===== src/rtl/shift_reg_pkg.sv =====
// Shared constants for the serial-in, parallel-out shift register:
// default geometry, default reset value and shift-direction encoding.
package shift_reg_pkg;

  // Default register length.
  localparam int DEFAULT_WIDTH = 8;

  // Widest register supported; RESET_VALUE is carried in a container this wide.
  localparam int MAX_WIDTH = 64;

  // Default reset value (all zeros in every bit position).
  localparam logic [MAX_WIDTH-1:0] DEFAULT_RESET_VALUE = '0;

  // Shift-direction encoding used by MSB_FIRST_OUT.
  // SHIFT_TO_MSB: din enters bit 0, the oldest bit leaves from bit WIDTH-1.
  // SHIFT_TO_LSB: din enters bit WIDTH-1, the oldest bit leaves from bit 0.
  localparam bit SHIFT_TO_MSB = 1'b1;
  localparam bit SHIFT_TO_LSB = 1'b0;

endpackage : shift_reg_pkg


===== src/rtl/shift_reg.sv =====
// Serial-in, parallel-out shift register. One bit of din is captured on
// every rising clk edge outside reset; the whole register is visible on a.
// There is no enable and no handshake.
module shift_reg
  import shift_reg_pkg::*;
#(
  parameter int                   WIDTH         = DEFAULT_WIDTH,
  // Held in a MAX_WIDTH container so an oversize value can be rejected at
  // elaboration instead of being silently truncated.
  parameter logic [MAX_WIDTH-1:0] RESET_VALUE   = DEFAULT_RESET_VALUE,
  parameter bit                   MSB_FIRST_OUT = SHIFT_TO_MSB
) (
  input  logic             clk,
  input  logic             reset,
  input  logic             din,
  output logic [WIDTH-1:0] a
);

  logic [WIDTH-1:0] next_a;

  // Elaboration-time parameter sanity checks.
  if (WIDTH < 2 || WIDTH > MAX_WIDTH) begin : g_bad_width
    $error("shift_reg: WIDTH must be in 2..%0d", MAX_WIDTH);
  end

  if ((RESET_VALUE >> WIDTH) != '0) begin : g_bad_reset_value
    $error("shift_reg: RESET_VALUE does not fit in WIDTH bits");
  end

  // Direction is fixed at elaboration, so only one shift network is built.
  if (MSB_FIRST_OUT == SHIFT_TO_MSB) begin : g_shift_msb
    assign next_a = {a[WIDTH-2:0], din};
  end else begin : g_shift_lsb
    assign next_a = {din, a[WIDTH-1:1]};
  end

  // Register update: reset wins over shifting; din at a reset edge is dropped.
  always_ff @(posedge clk) begin
    if (reset) begin
      a <= RESET_VALUE[WIDTH-1:0];
    end else begin
      a <= next_a;
    end
  end

endmodule : shift_reg


===== config.mk =====
export PLATFORM = sky130hd
export DESIGN_NAME = shift_reg
export DESIGN_NICKNAME = d
export VERILOG_FILES = /design/src/rtl/shift_reg_pkg.sv /design/src/rtl/shift_reg.sv
export SDC_FILE = /design/constraint.sdc
export NUM_CORES = 1
export LEC_CHECK = 0
export ABC_AREA = 0
export BUFFER_PORTS_ARGS = -buffer_cell sky130_fd_sc_hd__buf_2
export CORE_AREA = 2 2 39 41
export DETAILED_ROUTE_END_ITERATION = 7
export DIE_AREA = 0 0 41 43
export PLACE_DENSITY_LB_ADDON = 0.1
export REMOVE_ABC_BUFFERS = 1
export SYNTH_ARGS = -nofsm -noshare
export SYNTH_HDL_FRONTEND = slang
export SYNTH_SLANG_ARGS = --single-unit

===== constraint.sdc =====
create_clock -name clk -period 1.2 [get_ports clk]
set_input_delay 0.12 -clock clk [delete_from_list [all_inputs] [get_ports clk]]
set_output_delay 0.12 -clock clk [all_outputs]
set_load 0.01 [all_outputs]

# ---- Yosys cells after proc, flatten, opt, wreduce, memory -nomap -nowiden
# Index checks and enable logic that the tools add are counted.
dict set report word_totals {
  inputBits 3
  ff_bits 8
  out_inout_bits 8
  elab_cells 1
}

# ---- Depth between registers and ports, before layout
# Gate-level depths: netlist of the first run.
dict set report logic_depth {
  ltp_word 0
  ltp_mapped 1
  mapped_depth_nobuf 1
}

# ---- Worst setup path after synthesis of the first run
# Ideal clock, no wire load.
dict set report synth_path {
  path_type {flip-flop to flip-flop}
  startpoint {reg a[0]}
  endpoint {reg a[1]}
  required_time_ns 1.086
  path_slack_ns 0.651
  setup_time_ns 0.114
  synth_period_minus_slack_ns 0.549
  path_stages_with_launch 2
  arrival_ns 0.436
  path_buffers 0
  path_cell_list {dfxtp_1 nor2b_1}
}
# item line_no
set synth_rtl {}
lappend synth_rtl {{from (decl)} shift_reg.sv:16} ;# output logic [WIDTH-1:0] a
lappend synth_rtl {{from (signal assigned)} shift_reg.sv:40} ;# a <= RESET_VALUE[WIDTH-1:0];
lappend synth_rtl {{from (signal assigned)} shift_reg.sv:42} ;# a <= next_a;
# No word-level cell between the ends.

# ---- Worst setup path after layout of the first run
dict set report layout_path {
  startpoint {reg a[1]}
  endpoint {out a[1]}
}
# No word-level cell between the ends.

==> out/results.tsv, run 1 <==
stage	metric	value	unit
routing	detail_route.wl_per_cell	8.04	um
cells_and_area	area_growth	44.0	%
setup_path	critPathKind	reg -> out	
yosys	synth_warnings	0	
floorplan	die_w	41	um
cells_and_area	post-route-cell-area	303	um^2
clocking	cts_tree	done	
cells_and_area	largest-register	a	
setup_path	worstPathMaxFanout	2	
power_and_ir_drop	p_leak	0.148	nW
clocking	clk-insertion-delay-late	0.25	ns
sta	setup_viol	0	
clocking	root_buffer	clkbuf_4	
power_and_ir_drop	p_per_area	1620	nW/um^2
routing	avgViaCountPerCell	3.40	
routing	postRouteAntennaNets	0	
sta	worstMarginPinSlew	0.138	ns
setup_path	path_cells	buf_2	
floorplan	ios	11	
min_path	min-delay-start	din	
sta	fin_crit_sh	67.7	%
place	place_congestion	0.575	
sta	post-route-worst-setup-slack	0.388	ns
cells_and_area	reg_top3	a: 8 flops	
yosys	syn_avg_cell_area	13.1	um^2
setup_path	r2r_slack	0.67	ns
min_path	hold_path.class	in -> reg	
sta	rsz0062_at_grt	no	
yosys	yosysUniqueCellTypes	2	
sta	fin_tns_setup	0	ns
floorplan	fp.dieH	43	um
cells_and_area	multiInputGateArea	50.0	um^2
min_path	hold_depth	2	
setup_path	critPathLaunchType	flop	
run	max_cap_violations	0	
setup_path	slowest_delay	0.32	ns
sta	final_hold_viol_count	0	
clocking	cts_max_path_buffers	2	
routing	firstDrtPassIters	3	
power_and_ir_drop	ir_worst_vdd	0.000401	V
sta	clock.fmax	1230	MHz
setup_path	rr_startpoint	a[6]	
setup_path	cp-end-kind	primary output	
global_route	grt_pass1_vias	133	
floorplan	die_area	1760	um^2
sta	maxSlewViolCount	0	
place	port-buffer-count	10	
clocking	hold_buffers	0	
sta	timing.hold.ws	0.0878	ns
global_route	grt_max_degree	9	
sta	max_slew_margin	90.8	%
clocking	post-cts-setup-buffer-count	0	
clocking	htreeDepth	1	
yosys	synth_seq_area_share	76.2	%
floorplan	row_count	14	
global_route	grt_overflow	0	
routing	drt-initial-drc-count	2	
global_route	grt_first_pass_wirelength	593	um
setup_path	r2r.worst_path.cells	1	
clocking	clk_pin_slew	0.05	ns
clocking	cts_buffers	3	
setup_path	crit_required	1.08	ns
sta	fin_crit	0.812	ns
cells_and_area	diodes	0	
routing	drc	0	
floorplan	start_util	15.2	%
place	placed_cell_area	280	um^2
clocking	post_cts_resized	0	
cells_and_area	largest_reg_flops	8	
setup_path	cp_slowest_cell	dfxtp_1	
yosys	ys_ff_latch	8	
routing	wirelength	362	um
yosys	syn-cell-area	210	um^2
cells_and_area	nFillCells	153	
cells_and_area	seqCellArea	160	um^2
sta	final.setup_skew	0.000774	ns
setup_path	r2r_end	a[7]	
floorplan	core	1380	um^2
cells_and_area	final_nets	34	
run_status	outcome	completed	
routing	vias	153	
setup_path	cp_num_buf_inv	1	
global_route	antenna_found_initial	0	
place	place_ws	0.651	ns
min_path	hold-path-endpoint	a[0]	
clocking	cts_sinks	8	
cells_and_area	drive_gt1_share	44.8	%
setup_path	critPathArrivalTime	0.69	ns
setup_path	path_delay_family	flip-flops	
global_route	grtUsageTotal	6.55	%
yosys	synthCells	16	
## cells in the final DEF, fill, tap and decap left out, drive strengths merged
master / netlist / final
buf: 0 / 10
nor2b: 8 / 8
dfxtp: 8 / 8
clkbuf: 0 / 3
## synth_stat cells, drive strengths merged
master | count | area, um^2
dfxtp | 8 | 160
nor2b | 8 | 50.1
## metrics by stage
stage,power (W),utilization [%],cells
4_1_cts,0.000509,21.9,45
6_report,0.000491,21.9,45
2_1_floorplan,0.000285,-,16
3_3_place_gp,0.000297,20.3,42
5_1_grt,0.000534,21.9,45
3_5_place_dp,0.000297,20.3,42
## routing by layer
metal	up-vias	GRT usage, %	part of all wire (%)
li1	75	-	-
met1	69	5.84	39
met3	0	7.85	17
met5	-	0	0
met4	0	8.00	0
met2	9	6.25	44
## cells by family after synthesis
logic type	after synthesis	synth area share (%)
simple gates	8	23.8
flops	8	76.2
## layout make-up
class | instances | share of cell area [%]
clock buffer | 3 | 7.44
sequential | 8 | 52.9
multi-input combinational | 8 | 16.5
timing repair buffer | 10 | 16.5
tap | 16 | 6.61
## worst max path at each step
| stage | cells after the start | startpoint | end |
|---|---|---|---|
| after detailed placement | 1 | a[5] | a[5] |
| after global routing | 1 | a[6] | a[6] |
| after CTS | 1 | a[5] | a[5] |
| after floorplan | 1 | a[0] | a[1] |
| after global placement | 1 | a[1] | a[1] |
| final | 1 | a[1] | a[1] |
## power by group
part	total, W	leakage (nW)	internal (W)	switching, W
clock network	0.000200	0.0138	0.000114	0.0000863
logic	0.0000176	0.0690	0.00000854	0.00000911
registers	0.000273	0.0650	0.000271	0.00000195
Note: power is estimated with default switching activity, not from simulation.
==> run 2, diff against run 1 <==
- clock period: 1.2 -> 0.8 ns (I/O delays scaled with it)
==> out/results.tsv, run 2 (synthesis results as in run 1) <==
stage	metric	value	unit	change
sta	fin_crit	0.769	ns	
cells_and_area	instances_no_fill	45		unchanged
setup_path	worstPathMaxFanout	2		unchanged
routing	wirelength	403	um	was 362 um
sta	max_slew_margin	90.9	%	was 90.8%
sta	final.setup_skew	0.00287	ns	was 0.000774 ns
floorplan	core	1380	um^2	unchanged
setup_path	slowest_delay	0.31	ns	was 0.32 ns
sta	rsz0062_at_grt	no		unchanged
floorplan	die_area	1760	um^2	unchanged
place	port-buffer-count	10		unchanged
routing	postRouteAntennaNets	0		unchanged
power_and_ir_drop	ir_worst_vdd	0.000710	V	was 0.000401 V
clocking	cts_tree	done		unchanged
floorplan	start_util	15.2	%	unchanged
setup_path	cp_num_buf_inv	1		unchanged
clocking	root_buffer	clkbuf_4		unchanged
power_and_ir_drop	p_total	0.000743	W	was 0.000491 W
sta	fin_tns_setup	0	ns	unchanged
setup_path	cp-end-kind	primary output		unchanged
run	max_cap_violations	0		unchanged
cells_and_area	area_growth	56.5	%	was 44.0%
cells_and_area	diodes	0		unchanged
routing	firstDrtPassIters	1		was 3
run_status	outcome	completed		unchanged
global_route	grt_max_degree	9		unchanged
clocking	cts_sinks	8		unchanged
clocking	clk_pin_slew	0.06	ns	was 0.05 ns
setup_path	crit_start	a[4]		was a[1]
clocking	cts_max_path_buffers	2		unchanged
global_route	grt_first_pass_wirelength	655	um	was 593 um
floorplan	ios	11		unchanged
setup_path	critPathLaunchType	flop		unchanged
place	place_congestion	0.574		was 0.575
min_path	min-delay-start	din		unchanged
routing	detail_route.wl_per_cell	8.96	um	was 8.04 um
setup_path	critPathArrivalTime	0.69	ns	about the same
setup_path	crit_required	0.72	ns	was 1.08 ns
clocking	cts_buffers	3		unchanged
sta	setup_viol	0		unchanged
routing	avgViaCountPerCell	3.47		was 3.40
setup_path	critPathKind	reg -> out		unchanged
cells_and_area	largest-register	a		unchanged
cells_and_area	final_nets	34		unchanged
global_route	antenna_found_initial	0		unchanged
global_route	grt_pass1_vias	169		was 133
cells_and_area	drive_gt1_share	65.5	%	was 44.8%
place	placed_cells	42		unchanged
routing	drt-initial-drc-count	0		was 2
setup_path	path_cells	buf_2		unchanged
clocking	htreeDepth	1		unchanged
min_path	hold_path.class	in -> reg		unchanged
clocking	clk-insertion-delay-late	0.25	ns	about the same
cells_and_area	reg_top3	a: 8 flops		unchanged
sta	worstMarginPinSlew	0.137	ns	was 0.138 ns
cells_and_area	layout_commonest_cell	nor2b_1		was buf_2
global_route	grt_overflow	0		unchanged
setup_path	cp_slowest_cell	dfxtp_2		was dfxtp_1
floorplan	fp.dieH	43	um	unchanged
global_route	grtUsageTotal	6.24	%	was 6.55%
cells_and_area	layout_common_cells	nor2b_1, buf_2, dfxtp_2, clkbuf_4, buf_6		was buf_2, nor2b_1, dfxtp_1, clkbuf_4
cells_and_area	largest_reg_flops	8		unchanged
setup_path	path_delay_family	flip-flops		unchanged
floorplan	die_w	41	um	unchanged
sta	timing.hold.ws	0.0469	ns	was 0.0878 ns
power_and_ir_drop	p_per_area	2260	nW/um^2	was 1620 nW/um^2
sta	fin_crit_sh	96.1	%	
sta	clock.fmax	1300	MHz	
sta	maxSlewViolCount	0		unchanged
sta	final_hold_viol_count	0		unchanged
floorplan	row_count	14		unchanged
setup_path	rr_startpoint	a[6]		unchanged
routing	drc	0		unchanged
power_and_ir_drop	p_leak	0.152	nW	was 0.148 nW
routing	vias	156		was 153
run 2: cell counts in the layout (fill, tap and decap cells not counted):
Identical to the previous run, type by type.
run 2: power breakdown:
part / switching, W / internal, W
clock: 0.000132 / 0.000171
sequential: 0.00000325 / 0.000408
combinational: 0.0000139 / 0.0000148
total: 0.000149 / 0.000594
run 2: final cells by class:
cell class	instances	area [um^2]
tap	16	20.0
timing repair buffer	10	68.8
fill	151	1050
sequential	8	168
multi-input combinational	8	50.0
clock buffer	3	22.5
run 2: path summary, 6_finish.rpt:
path,to,slack (ns),depth (start not counted)
max,a[4],0.03,1
min reg2reg,a[4],0.45,1
min,a[0],0.05,2
max reg2reg,a[7],0.25,1
run 2: routing by layer:
metal	share of wire (%)	global-route usage [%]	up-vias	wire (um)
li1	-	-	76	-
met1	38	4.53	69	154
met2	48	9.38	11	192
met3	14	7.85	0	55
met4	0	2.00	0	0
met5	0	0	-	0
run 2: what timing repair did:
action,in CTS,in global routing
gates resized for setup,1,8
setup endpoints to repair,1,6
endpoints found under the hold margin,0,0
hold buffers,0,0
buffers inserted,0,0
run 2: per-stage QoR:
step / worst slack [ns] / instance area, um^2 / util, %
finish: 0.0314 / 329 / 23.8
global route: 0.000613 / 329 / 23.8
CTS: 0.00919 / 304 / 22.0
detailed placement: 0.256 / 280 / 20.3
global placement: 0.277 / 280 / 20.3
floorplan: 0.251 / 210 / -
